`config.mk`:
```
export PLATFORM = sky130hd
export DESIGN_NAME = key_conditioner
export DESIGN_NICKNAME = d
export VERILOG_FILES = /design/src/rtl/key_conditioner.sv
export SDC_FILE = /design/constraint.sdc
export NUM_CORES = 1
export LEC_CHECK = 0
export BUFFER_PORTS_ARGS = -buffer_cell sky130_fd_sc_hd__buf_2
export CAP_MARGIN = 10
export CORE_ASPECT_RATIO = 1.1
export CORE_UTILIZATION = 64
export CTS_BUF_LIST = sky130_fd_sc_hd__clkbuf_4 sky130_fd_sc_hd__clkbuf_8 sky130_fd_sc_hd__clkbuf_16
export DETAILED_ROUTE_END_ITERATION = 10
export GPL_TIMING_DRIVEN = 0
export PLACE_DENSITY = 0.82
export SYNTH_ARGS = -nofsm -noshare
export SYNTH_HDL_FRONTEND = slang
export SYNTH_SLANG_ARGS = --single-unit
```
`constraint.sdc`:
```
create_clock -name clk100_i -period 3 [get_ports clk100_i]
set_clock_uncertainty 0.2 [all_clocks]
set_input_delay 0.3 -clock clk100_i [delete_from_list [all_inputs] [get_ports clk100_i]]
set_output_delay 0.3 -clock clk100_i [all_outputs]
set_load 0.05 [all_outputs]
```
`src/rtl/key_conditioner.sv`:
```
// Per-channel push-button conditioner: 2-flop synchronizer, debounce filter,
// press/release edge pulses and a long-press detector, one FSM per key.
module key_conditioner #(
  parameter int N_KEYS            = 3,
  parameter int DEBOUNCE_CYCLES   = 1_000_000,
  parameter int LONG_PRESS_CYCLES = 100_000_000
) (
  input  logic              clk100_i,
  input  logic              rstn_i,
  input  logic [N_KEYS-1:0] key_i,
  output logic [N_KEYS-1:0] key_level_o,
  output logic [N_KEYS-1:0] key_press_o,
  output logic [N_KEYS-1:0] key_release_o,
  output logic [N_KEYS-1:0] key_long_o
);

  localparam int DB_W   = $clog2(DEBOUNCE_CYCLES) + 1;
  localparam int HOLD_W = $clog2(LONG_PRESS_CYCLES) + 1;

  localparam logic [DB_W-1:0]   DB_LAST   = DB_W'(DEBOUNCE_CYCLES - 1);
  localparam logic [HOLD_W-1:0] HOLD_LAST = HOLD_W'(LONG_PRESS_CYCLES - 1);

  typedef enum logic [1:0] {
    ST_RELEASED = 2'd0,
    ST_HELD     = 2'd1,
    ST_LONG     = 2'd2
  } key_state_e;

  logic [N_KEYS-1:0] sync1_q, sync1_d;
  logic [N_KEYS-1:0] sync2_q, sync2_d;
  logic [N_KEYS-1:0] level_q, level_d;
  logic [N_KEYS-1:0] press_q, press_d;
  logic [N_KEYS-1:0] release_q, release_d;
  logic [N_KEYS-1:0] long_q, long_d;
  logic [DB_W-1:0]   db_cnt_q   [N_KEYS];
  logic [DB_W-1:0]   db_cnt_d   [N_KEYS];
  logic [HOLD_W-1:0] hold_cnt_q [N_KEYS];
  logic [HOLD_W-1:0] hold_cnt_d [N_KEYS];
  key_state_e        state_q    [N_KEYS];
  key_state_e        state_d    [N_KEYS];

  logic [N_KEYS-1:0] sample;
  logic [N_KEYS-1:0] toggle;

  always_comb begin
    // NOTE: every signal gets a default before any branch so no latch is inferred.
    sync1_d   = key_i;
    sync2_d   = sync1_q;
    sample    = ~sync2_q;
    level_d   = level_q;
    press_d   = '0;
    release_d = '0;
    long_d    = '0;
    toggle    = '0;

    for (int i = 0; i < N_KEYS; i++) begin
      db_cnt_d[i]   = '0;
      hold_cnt_d[i] = hold_cnt_q[i];
      state_d[i]    = state_q[i];

      // The counter only runs while the sample disagrees with the level;
      // any agreeing cycle restarts the stability window.
      if (sample[i] != level_q[i]) begin
        if (db_cnt_q[i] == DB_LAST) begin
          level_d[i] = ~level_q[i];
          toggle[i]  = 1'b1;
        end else begin
          db_cnt_d[i] = db_cnt_q[i] + DB_W'(1);
        end
      end

      case (state_q[i])
        ST_RELEASED: begin
          hold_cnt_d[i] = '0;
          if (toggle[i]) begin
            state_d[i] = ST_HELD;
            press_d[i] = 1'b1;
          end
        end
        ST_HELD: begin
          // Release wins over the threshold so pulses stay mutually exclusive.
          if (toggle[i]) begin
            state_d[i]    = ST_RELEASED;
            release_d[i]  = 1'b1;
            hold_cnt_d[i] = '0;
          end else if (hold_cnt_q[i] == HOLD_LAST) begin
            state_d[i] = ST_LONG;
            long_d[i]  = 1'b1;
          end else begin
            hold_cnt_d[i] = hold_cnt_q[i] + HOLD_W'(1);
          end
        end
        ST_LONG: begin
          if (toggle[i]) begin
            state_d[i]    = ST_RELEASED;
            release_d[i]  = 1'b1;
            hold_cnt_d[i] = '0;
          end
        end
        default: begin
          state_d[i]    = ST_RELEASED;
          hold_cnt_d[i] = '0;
        end
      endcase
    end
  end

  always_ff @(posedge clk100_i or negedge rstn_i) begin
    if (!rstn_i) begin
      // NOTE: synchronizer resets to 1 because the raw buttons are active-low.
      sync1_q   <= '1;
      sync2_q   <= '1;
      level_q   <= '0;
      press_q   <= '0;
      release_q <= '0;
      long_q    <= '0;
      for (int i = 0; i < N_KEYS; i++) begin
        db_cnt_q[i]   <= '0;
        hold_cnt_q[i] <= '0;
        state_q[i]    <= ST_RELEASED;
      end
    end else begin
      // NOTE: non-blocking assignments keep every flop sampling pre-edge values.
      sync1_q   <= sync1_d;
      sync2_q   <= sync2_d;
      level_q   <= level_d;
      press_q   <= press_d;
      release_q <= release_d;
      long_q    <= long_d;
      for (int i = 0; i < N_KEYS; i++) begin
        db_cnt_q[i]   <= db_cnt_d[i];
        hold_cnt_q[i] <= hold_cnt_d[i];
        state_q[i]    <= state_d[i];
      end
    end
  end

  assign key_level_o   = level_q;
  assign key_press_o   = press_q;
  assign key_release_o = release_q;
  assign key_long_o    = long_q;

endmodule

```
# Word-level counts from Yosys, hierarchy flattened
# Index checks and enable logic that the tools add are counted.
# word_totals
elab_cells	126
regBits	171
out_inout_bits	12
# classes
reduce_logical	15
mux	57
add_sub_neg	6
n_eq_ne	27
bitwise	4
# op_table
cell	count
$mux 28	9
$pmux 28 s2	3
$mux 21	6
$add 28x1->28 const B	3
$eq 28x27->1 const B	3
$add 21x1->21 const B	3
$eq 21x20->1 const B	3
$mux 1	24
$mux 2	12
$ne 3x3->1 const B	6
$pmux 2 s3	3
$ne 2x2->1 const B	6
$reduce_and 2->1	6
$reduce_and 3->1	3
$eq 2x1->1 const B	3
$eq 2x2->1 const B	3
$logic_not 2->1	3
$reduce_or 2->1	3
$ne 1x1->1	3
$not 1->1	3
$not 3->3	1

# Longest topological paths before layout
# depth
ltp_word	5
mapped_depth	9

# Least setup slack after synthesis
# OpenSTA, ideal clock, no wires.
# synth_timing
path_kind	flip-flop to flip-flop
from	register db_cnt_q[50] in the netlist's numbering
to	register hold_cnt_q[77] in the netlist's numbering
setup_ps	136
path_stages_with_launch	8
t_arrival_ps	2039
setup_slack_ps	626
n_path_buf	2
t_required_ps	2664
cell_sequence	dfrtp_1 -> or4b_2 -> nor4_2 -> a41oi_1 -> buf_2 -> clkbuf_1 -> o2111ai_1 -> o211ai_1
# synth_between
elab_chain_len	5
# synth_lines
item	line	text
from (decl)	35	logic [DB_W-1:0] db_cnt_q [N_KEYS];
from (signal, indexed assignment)	131	db_cnt_q[i] <= db_cnt_d[i];
$eq 21x20->1 *	64	if (db_cnt_q[i] == DB_LAST) begin
$mux 1 *	64	
$mux 1 *	63	if (sample[i] != level_q[i]) begin
$mux 28 (tied with other cells)	82	if (toggle[i]) begin
$pmux 28 s2 / $reduce_and 2->1 (equally long branches)	--	
to (signal, indexed assignment)	132	hold_cnt_q[i] <= hold_cnt_d[i];
to (decl)	37	logic [HOLD_W-1:0] hold_cnt_q [N_KEYS];
# Every way passes the cells marked *; elsewhere a longest branch is shown, timed or not.
# A chain may end at the register's enable or synchronous reset.

# Worst setup path after layout
# layout_timing
from	register hold_cnt_q[53] in the netlist's numbering
to	register hold_cnt_q[47] in the netlist's numbering
# layout_between
elab_chain_len	3
# layout_lines
item	line	text
$eq 28x27->1	86	end else if (hold_cnt_q[i] == HOLD_LAST) begin
$ne 3x3->1 (no source line)	--	
$reduce_and 2->1 (no source line)	--	
# No other way between the ends.

==> run_results.csv <==
group,metric,value,unit
run_status,status,"completed",
power,power_density,421,nW/um^2
power,peakVddDrop,0.415,mV
sta,period_share,98.2,%
finish,instances_no_fill,1302,
cts,root_buffer,"clkbuf_16",
finish,final_area,10600,sq um
finish,utilization,72.8,%
finish,diodes,0,
critical_path,crit_path_top_delay_cell,"nor4b_1",
sta,rsz0062_at_grt,"false",
placement,place_area,10000,sq um
critical_path,crit_family,"simple AND/OR/NAND/NOR gates",
route,vias_per_cell,6.58,
synth,seq_area_frac_synth,44.4,%
critical_path,path_cells,"nor4b_1 -> and4_1 -> a21o_1 -> clkbuf_1 -> nor2_1 -> a221o_1",
cts,cts_tree,"yes",
cts,clkSinkCount,171,
floorplanning,die_area,15600,sq um
finish,layout.nets,1117,
critical_path,path_class,"flop to flop",
global_routing,globalRouteMet2Util,51.6,%
critical_path,cpPeakStageDelay,0.65,ns
sta,hold_ws,0.157,ns
cts,cts_buffer_depth,2,
sta,relSlewSlack,28.4,%
critical_path,end_kind,"flop",
global_routing,met1_usage,39.7,%
critical_path,arrival,3.06,ns
finish,area_growth_syn_to_layout,9.86,%
power,seqPwrFrac,52.4,%
synth,ys.flop_type,"dfrtp_1",
placement,numPortBuffers,16,
global_routing,first_global_vias,8040,
synth,synth_cells,1057,
finish,n_fill_cell,1085,
power,leakage,4.25,nW
placement,gp_congestion,0.921,
global_routing,grt_util_met3,5.43,%
floorplanning,die_x,119,um
power,p_total,4.46,mW
floorplanning,num_rows,46,
global_routing,grt_first_pass_wirelength,38200,um
finish,final_cell_mix,"dfrtp_1, nand3_1, nor2_1, nand2_1, nand4_1",
cts,cts_setup_buffers,0,
sta,fmax,339,MHz
synth,synth_seq_cells,171,
sta,final_hold_viol_count,0,
power,p_sw,1.02,mW
global_routing,gr-total-overflow,0,
sta,setup_tns,0,ns
critical_path,cp-start-kind,"flop",
global_routing,top_usage_layer,"met2",
placement,placedCellCount,1266,
critical_path,required,3.11,ns
sta,finalMaxSlewViolations,0,
synth,synth_edf_count,0,
synth,synth_warnings,0,
power,intPower,3.44,mW
power,power_frac_clock,45.5,%
sta,max_slew.worst_pin.slew,1.06,ns
finish,drive_above_1_share,8.11,%
critical_path,crit_buf_inv,1,
critical_path,crit_fanout,10,
global_routing,gr-usage-all-layers,30.7,%
worst_hold_path,hold_path_class,"flop to flop",
synth,netlist_area,9640,sq um
finish,final_common_cell,"dfrtp_1",
route,antenna_left,0,
floorplanning,coreArea,14600,sq um
cts,cts_inserted_buffers,17,
route,wl_per_cell,17.4,um
global_routing,antenna_found_initial,0,
synth,async_reset_ff_share,100,%
global_routing,grt_max_degree,104,
floorplanning,start_util,66.2,%
placement,hpwl,15500,um
sta,fin_crit,2.95,ns
route,drt-pass1-iter-count,5,
cts,clk_latency,0.44,ns
route,totalWireLength,22700,um
route,drc,0,
floorplanning,die_h,131,um
route,first_iter_violations,799,
route,routed-via-count,8569,
sta,setup_viol,0,
synth,synth_cell_types,74,
power,pwr-share-comb,2.1,%
floorplanning,ios,17,
cts,h-tree-depth,4,
cts,clk_pin_slew_worst_paths,0.07,ns
synth,syn_nets,1077,
synth,avgSynthCellArea,9.12,sq um
placement,place_ws,0.0774,ns
run,maxCapViolations,0,
sta,worst_slack,0.0530,ns
power,sw_frac_of_total,22.8,%
[worst register-to-register path, stage by stage, from the launching register on]
cell and delay (ns):
dfrtp_1 0.47, nor4b_1 0.65, and4_1 0.41, a21o_1 0.22
clkbuf_1 0.38, nor2_1 0.17, a221o_1 0.35
[registers in the layout, indices dropped and copies added, names as in the netlist]
register and count:
key_release_o 3, db_cnt_q 63, state_q 6, key_level_o 3
sync1_q 3, hold_cnt_q 84, sync2_q 3, key_press_o 3
key_long_o 3
[cell type report]
type                    instances  area (sq um)  area share, %
multi-input cells             794          4990           47.1
flip-flops and latches        171          4290           40.5
clock buffers                  19           447           4.22
plain buffers                  56           240           2.27
well taps                     192           240           2.27
repair buffers                 21           158           1.49
inverters                      36           135           1.28
clock inverters                13          96.3          0.909
[what timing repair did]
action                                  in CTS  in global routing
hold buffers                                 4                  0
resized for setup                            0                  2
endpoints found under the setup margin       0                 25
endpoints found under the hold margin      104                  0
[kinds of logic after synthesis]
family	count (synthesis)	synth area share (%)
DFF	171	44.4
adders and majority gates	15	1.95
AOI/OAI and AO/OA	169	12.7
and+or+nand+nor	540	30.5
muxes	10	1.04
xor gates and xnor gates	60	5.45
buffers and inverters	92	3.89
[layer usage]
metal / up-vias / part of all wire (%)
met3: 53 / 6.0
met1: 4129 / 42
met4: 0 / 2.3
met2: 345 / 49
li1: 4042 / -
met5: - / 0
[power groups by stage]
stage / clock network, mW / logic [mW] / registers [mW]
4_1_cts: 2.06 / 0.0978 / 2.33
3_3_place_gp: 0 / 0.0842 / 2.38
5_1_grt: 2.14 / 0.109 / 2.33
6_report: 2.03 / 0.0933 / 2.33
3_5_place_dp: 0 / 0.0932 / 2.38
2_1_floorplan: 0 / 0.0281 / 2.37
[synthesized netlist by cell type (19+ instances only)]
library cell	count	area, sq um
inv_1	36	135
nor4_1	29	181
nor3_1	23	115
a22oi_1	19	143
xnor2_1	27	236
nand3_1	110	551
dfrtp_1	165	4130
nand2_1	80	300
nand4_1	58	363
nor2_1	97	364
a31oi_1	33	206
clkbuf_1	38	143
and3_1	35	219
xor2_1	33	289
and2_1	25	156
[worst paths after layout]
kind | from | to | cells past startpoint | slack, ns
setup reg to reg | hold_cnt_q[53] | hold_cnt_q[47] | 6 | 0.05
min in group asynchronous | rstn_i | hold_cnt_q[55] | 2 | 0.29
max in group asynchronous | rstn_i | sync1_q[2] | 3 | 1.47
hold reg to reg | sync1_q[0] | sync2_q[0] | 0 | 0.16
hold / removal | sync1_q[0] | sync2_q[0] | 0 | 0.16
setup / recovery | hold_cnt_q[53] | hold_cnt_q[47] | 6 | 0.05
No activity file was read; power rests on OpenSTA's default activity.
